`config.mk`:
```
export PLATFORM = sky130hd
export DESIGN_NAME = phase_edge_generator
export DESIGN_NICKNAME = d
export VERILOG_FILES = /design/src/rtl/phase_edge_generator.sv
export SDC_FILE = /design/constraint.sdc
export NUM_CORES = 1
export LEC_CHECK = 0
export ABC_AREA = 1
export CAP_MARGIN = 0
export CORE_MARGIN = 3
export CORE_UTILIZATION = 30
export DETAILED_ROUTE_END_ITERATION = 12
export GPL_ROUTABILITY_DRIVEN = 0
export SYNTH_ARGS = -nofsm -noshare
export SYNTH_HDL_FRONTEND = slang
export SYNTH_SLANG_ARGS = --single-unit
export TNS_END_PERCENT = 10
```
`constraint.sdc`:
```
create_clock -name clk -period 4.2 [get_ports clk]
set_input_delay 0.63 -clock clk [delete_from_list [all_inputs] [get_ports clk]]
set_output_delay 0.63 -clock clk [all_outputs]
set_load 0.02 [all_outputs]
```
`src/rtl/phase_edge_generator.sv`:
```
// -----------------------------------------------------------------------------
// phase_edge_generator
//
// Transmit side of the quarter-phase timing path. One accepted command places a
// single pulse at a coarse-cycle plus quarter-phase offset. The offset uses the
// same 2-bit phase code that the 4-phase sampling receiver reports. Each clk
// cycle the block emits a registered 4-slot pattern. That pattern drives an
// external 4:1 serializer clocked at 4x clk.
//
// Absolute slot numbering starts at the first cycle after the accept edge
// (c = 0), with n = 4c + k. The pulse covers slots [S, E):
//   S = 4*D + P + 1
//   E = S + W
//
// Ports
//   clk        in   1            single clock, pattern updated on rising edge
//   rst        in   1            asynchronous, active-low reset
//   cmd_valid  in   1            command request
//   cmd_ready  out  1            command accept (transfer on valid & ready)
//   cmd_delay  in   DELAY_WIDTH  coarse delay D in clk cycles
//   cmd_phase  in   2            phase code P (00 = 0deg .. 11 = 270deg)
//   cmd_width  in   WIDTH_WIDTH  high time W in quarter-cycles
//   abort      in   1            cancel the command in progress
//   pattern    out  4            pattern[k] = line level during quarter slot k
//   busy       out  1            a command is held (ACTIVE or GUARD)
//   done       out  1            one-cycle pulse when the pulse is fully emitted
// -----------------------------------------------------------------------------
module phase_edge_generator #(
  parameter int DELAY_WIDTH  = 16,
  parameter int WIDTH_WIDTH  = 8,
  parameter int GUARD_CYCLES = 4
) (
  input  logic                   clk,
  input  logic                   rst,
  input  logic                   cmd_valid,
  output logic                   cmd_ready,
  input  logic [DELAY_WIDTH-1:0] cmd_delay,
  input  logic [1:0]             cmd_phase,
  input  logic [WIDTH_WIDTH-1:0] cmd_width,
  input  logic                   abort,
  output logic [3:0]             pattern,
  output logic                   busy,
  output logic                   done
);

  // Slot arithmetic width. The two spare bits keep E plus the final cycle's
  // slot offsets from wrapping, even at the largest D, P and W.
  localparam int SW = (((DELAY_WIDTH + 2) > WIDTH_WIDTH) ? (DELAY_WIDTH + 2) : WIDTH_WIDTH) + 2;
  // Guard counter holds GUARD_CYCLES-1 down to 0.
  localparam int GW = (GUARD_CYCLES > 1) ? $clog2(GUARD_CYCLES) : 1;

  typedef enum logic [1:0] {
    ST_IDLE   = 2'd0,
    ST_ACTIVE = 2'd1,
    ST_GUARD  = 2'd2
  } state_t;

  state_t          state_r, state_s;
  logic [SW-1:0]   cnt_r, cnt_s;       // coarse cycle index c while ACTIVE
  logic [SW-1:0]   start_r, start_s;   // latched S
  logic [SW-1:0]   end_r, end_s;       // latched E
  logic [GW-1:0]   guard_r, guard_s;
  logic [3:0]      pattern_r, pattern_s;
  logic            done_r, done_s;
  logic            cmd_ready_r;
  logic            busy_r;

  logic [SW-1:0]   acc_start_s;
  logic [SW-1:0]   acc_end_s;
  logic [SW-1:0]   cnt_inc_s;
  logic [SW-1:0]   next_base_s;

  // Level of each of the four slots of the cycle whose first slot is base.
  function automatic logic [3:0] slot_pattern(input logic [SW-1:0] base,
                                              input logic [SW-1:0] s,
                                              input logic [SW-1:0] e);
    logic [3:0]    p;
    logic [SW-1:0] n;
    p = 4'b0000;
    for (int k = 0; k < 4; k++) begin
      n    = base + SW'(k);
      p[k] = (n >= s) && (n < e);
    end
    return p;
  endfunction

  // Pulse bounds for the command on the input bus (used only on accept).
  assign acc_start_s = (SW'(cmd_delay) << 2) + SW'(cmd_phase) + SW'(1);
  assign acc_end_s   = acc_start_s + SW'(cmd_width);

  // First slot of the cycle following the current ACTIVE cycle.
  assign cnt_inc_s   = cnt_r + SW'(1);
  assign next_base_s = cnt_inc_s << 2;

  // Next-state, next-pattern and done decode.
  always_comb begin
    state_s   = state_r;
    cnt_s     = cnt_r;
    start_s   = start_r;
    end_s     = end_r;
    guard_s   = guard_r;
    pattern_s = 4'b0000;
    done_s    = 1'b0;
    case (state_r)
      ST_IDLE: begin
        // Cycle 0 is already computed at the accept edge, so the pattern
        // stays registered with no combinational path to the outputs.
        if (cmd_valid && cmd_ready_r) begin
          state_s   = ST_ACTIVE;
          cnt_s     = {SW{1'b0}};
          start_s   = acc_start_s;
          end_s     = acc_end_s;
          pattern_s = slot_pattern({SW{1'b0}}, acc_start_s, acc_end_s);
        end else begin
          state_s = ST_IDLE;
        end
      end
      ST_ACTIVE: begin
        if (abort) begin
          state_s = ST_GUARD;
          guard_s = GW'(GUARD_CYCLES - 1);
        end else if (next_base_s >= end_r) begin
          // The next cycle starts at or past E. It is the done cycle and also
          // the first guard cycle.
          state_s = ST_GUARD;
          done_s  = 1'b1;
          guard_s = GW'(GUARD_CYCLES - 1);
        end else begin
          cnt_s     = cnt_inc_s;
          pattern_s = slot_pattern(next_base_s, start_r, end_r);
        end
      end
      ST_GUARD: begin
        if (guard_r == {GW{1'b0}}) begin
          state_s = ST_IDLE;
        end else begin
          guard_s = guard_r - GW'(1);
        end
      end
      default: begin
        state_s = ST_IDLE;
      end
    endcase
  end

  // State and output registers. Reset clears the line at once, with no clock.
  always_ff @(posedge clk or negedge rst) begin
    if (!rst) begin
      state_r     <= ST_IDLE;
      cnt_r       <= {SW{1'b0}};
      start_r     <= {SW{1'b0}};
      end_r       <= {SW{1'b0}};
      guard_r     <= {GW{1'b0}};
      pattern_r   <= 4'b0000;
      done_r      <= 1'b0;
      cmd_ready_r <= 1'b1;
      busy_r      <= 1'b0;
    end else begin
      state_r     <= state_s;
      cnt_r       <= cnt_s;
      start_r     <= start_s;
      end_r       <= end_s;
      guard_r     <= guard_s;
      pattern_r   <= pattern_s;
      done_r      <= done_s;
      cmd_ready_r <= (state_s == ST_IDLE);
      busy_r      <= (state_s != ST_IDLE);
    end
  end

  assign pattern   = pattern_r;
  assign done      = done_r;
  assign cmd_ready = cmd_ready_r;
  assign busy      = busy_r;

endmodule
```
==> flow_summary.ini <==
[drt]
wl_mm = 13.7
vias_per_cell = 4.62
antenna_left = 0
drtIter0Drc = 193
drc_errors = 0
first_pass_iters = 4
num_vias = 4824
avgRoutedWirePerCell_um = 13.1

[clocking]
clk_pin_slew_worst_paths_ns = 0.06
clock_latency_ns = 0.33
cts_made_buffers = 9
h-tree-depth = 3
cts_setup_buffers = 0
ctsResizeCount = 0
clock-root-buffer = clkbuf_16
cts_max_path_buffers = 2
cts_tree = yes
clock_sinks = 68
ctsHoldBuffers = 0

[power_and_ir_drop]
p_leak_nw = 3.41
p_per_area_nw_per_um2 = 472
vdd_ir_drop_max_uv = 259

[layout]
final_common_cell = nand2_1
diodes = 0
fillers = 1864
final_cell_mix = nand2_1, inv_1, dfrtp_1
postLayoutCoreUtil = 0.373
synthToLayoutAreaGrowth_pct = 19.7
drive_gt1_frac = 0.104
fin_nets = 899

[floorplan]
io_pins = 37
core_um2 = 17600
start_util = 0.311
die_x_um = 141
rows = 48
die_area_um2 = 19900
die_h_um = 141

[setup_path]
critPathCaptureType = register
critPathKind = input pin to register
cp-start-kind = input pin
worstPathMaxFanout = 6
cp.required_ns = 4.42
cp.buffers_inverters = 3
slowest_delay_ns = 0.62
cp.arrival_ns = 3.94
crit_slowest_cell = clkdlybuf4s50_1
cp_top_family = simple AND/OR/NAND/NOR gates
crit_path_cell_trace = clkdlybuf4s50_1, inv_1, nor2_8, nand2_4, xor2_1, inv_1, ha_1, nand2_1, nor2_1, nand3_1, nand2_1, nand3_1, nor2_1, nand3_1, nand2_1, nand3_1, nor2_4, nand3_1, nand2_1, nand2_1

[job]
cap_violations = 0

[global_routing]
grt_pass1_vias = 4636
grt_max_degree = 53
grt_util_all_layers = 0.144
grt-ovfl-total = 0
grt_pass1_wl_mm = 23.2
antenna_found_initial = 0

[sta]
rsz0062_at_grt = false
fin_tns_setup_ns = 0
worst_slew_pin_slew_ns = 0.625
slew_headroom = 0.579
drv_slew = 0
setup_violations = 0
period_share = 0.884
hold_viol = 0
fmax_mhz = 269
fin_crit_ns = 3.71
finClkSkew_ns = 0.00570

[hold_path]
holdCritPathClass = input pin to async pin

[synthesis]
synth_edf_count = 0
synthesis.nets = 849
synthArstFlopShare = 1.00
ys_ff_latch = 68
ys.flop_type = dfrtp_1
seq_area_frac_synth = 0.311
synth_area_um2 = 5480
yosysWarnings = 0
ys_types = 42
syn_area_per_cell_um2 = 7.16
synth_cells = 765

[placement]
portBuffers = 36
dp_hpwl_mm = 11.1

[outcome]
outcome = complete, no violations
logic make-up after synthesis:
group | count (synthesis) | share of synthesized area
AND/OR/NAND/NOR | 375 | 0.332
XOR/XNOR | 20 | 0.0320
buffers and inverters | 142 | 0.0976
AO/OA/AOI/OAI | 106 | 0.103
flip-flops | 68 | 0.311
adder cells (fa/ha/maj) | 54 | 0.125
per-layer routing:
| metal | vias up | wire, um | track usage |
|---|---|---|---|
| met1 | 2188 | 7180 | 0.208 |
| met3 | 18 | 326 | 0.0254 |
| met2 | 68 | 5910 | 0.217 |
| met4 | 0 | 317 | 0.0459 |
| met5 | - | 0 | 0 |
| li1 | 2550 | - | - |
cell usage after synthesis, types with 2 or more instances:
| cell type | number | area (um^2) |
|---|---|---|
| o21ai_1 | 3 | 15.0 |
| o22ai_1 | 9 | 56.3 |
| a21oi_1 | 27 | 135 |
| inv_1 | 127 | 477 |
| clkbuf_1 | 8 | 30.0 |
| o21ai_0 | 59 | 295 |
| nand3_1 | 44 | 220 |
| nor3_1 | 7 | 35.0 |
| nand3_2 | 6 | 60.1 |
| inv_2 | 5 | 18.8 |
| o211ai_1 | 4 | 30.0 |
| nand3b_1 | 3 | 22.5 |
| nor2_4 | 5 | 56.3 |
| nand2_4 | 6 | 67.6 |
| or2_2 | 2 | 12.5 |
| dfrtp_1 | 67 | 1680 |
| nand4_1 | 16 | 100 |
| nor2_1 | 51 | 191 |
| ha_1 | 53 | 663 |
| xnor2_1 | 2 | 17.5 |
| nor2_2 | 6 | 37.5 |
| nand2_1 | 202 | 758 |
| nor2_8 | 4 | 80.1 |
| nand2_2 | 14 | 87.6 |
| xor2_1 | 18 | 158 |
where the power goes:
group	internal, mW	switching [mW]
registers	0.869	0.111
logic	0.434	0.758
clock network	0.645	0.278
area by class of cell:
| type | count | area [um^2] | share of cell area |
|---|---|---|---|
| Inverter | 133 | 499 | 0.0761 |
| Tap cell | 225 | 282 | 0.0429 |
| Sequential cell | 68 | 1700 | 0.260 |
| Timing Repair Buffer | 48 | 458 | 0.0698 |
| Clock inverter | 3 | 90.1 | 0.0137 |
| Clock buffer | 13 | 280 | 0.0427 |
| Multi-Input combinational cell | 555 | 3240 | 0.495 |
worst register-to-register path, stage by stage, from the launching register on:
cell and delay, ns:
dfrtp_1 0.35, ha_1 0.18, nand2_1 0.08, nor2_1 0.09, nand2_1 0.10, nor3_1 0.24, nand2_1 0.09, nor2_1 0.16
nand3_1 0.11, nor2_1 0.18, nand2_1 0.09, xor2_1 0.18, inv_1 0.09, ha_1 0.28, nand2_1 0.06, nor2_1 0.14
nand2_1 0.10, or2_2 0.30, nand3_1 0.12, nor3_2 0.09, nor2_2 0.13, inv_2 0.07, buf_12 0.15, nand3_1 0.07
o21ai_0 0.09
registers in the layout, indices dropped and copies added (netlist names):
name and cells:
end_r 20, pattern 4, cmd_ready 1, guard_r 2, cnt_r 18, busy 1
done 1, state_r 2, start_r 19
through the flow:
| stage | hold slack [ns] | setup slack, ns | cell area (um^2) | cells | power [mW] |
|---|---|---|---|---|---|
| floorplan | 0.334 | 0.786 | 5480 | 765 | 1.77 |
| CTS | 0.262 | 0.451 | 6560 | 1045 | 3.12 |
| finish | 0.258 | 0.488 | 6560 | 1045 | 3.10 |
| global placement | 0.467 | 0.136 | 6190 | 1029 | 2.16 |
| detailed placement | 0.473 | 0.107 | 6190 | 1029 | 2.18 |
| global route | 0.290 | 0.133 | 6560 | 1045 | 3.37 |
final timing paths:
path | start | endpoint | slack (ns) | cells after the start
max in group asynchronous | rst | start_r[14] | 2.94 | 2
min | rst | start_r[2] | 0.26 | 1
min reg2reg | start_r[13] | start_r[13] | 0.48 | 2
min in group clk | start_r[13] | start_r[13] | 0.48 | 2
max | cmd_phase[0] | pattern[0] | 0.49 | 20
max reg2reg | cnt_r[1] | cnt_r[2] | 0.56 | 24
Note: power is estimated with default switching activity, not from simulation.
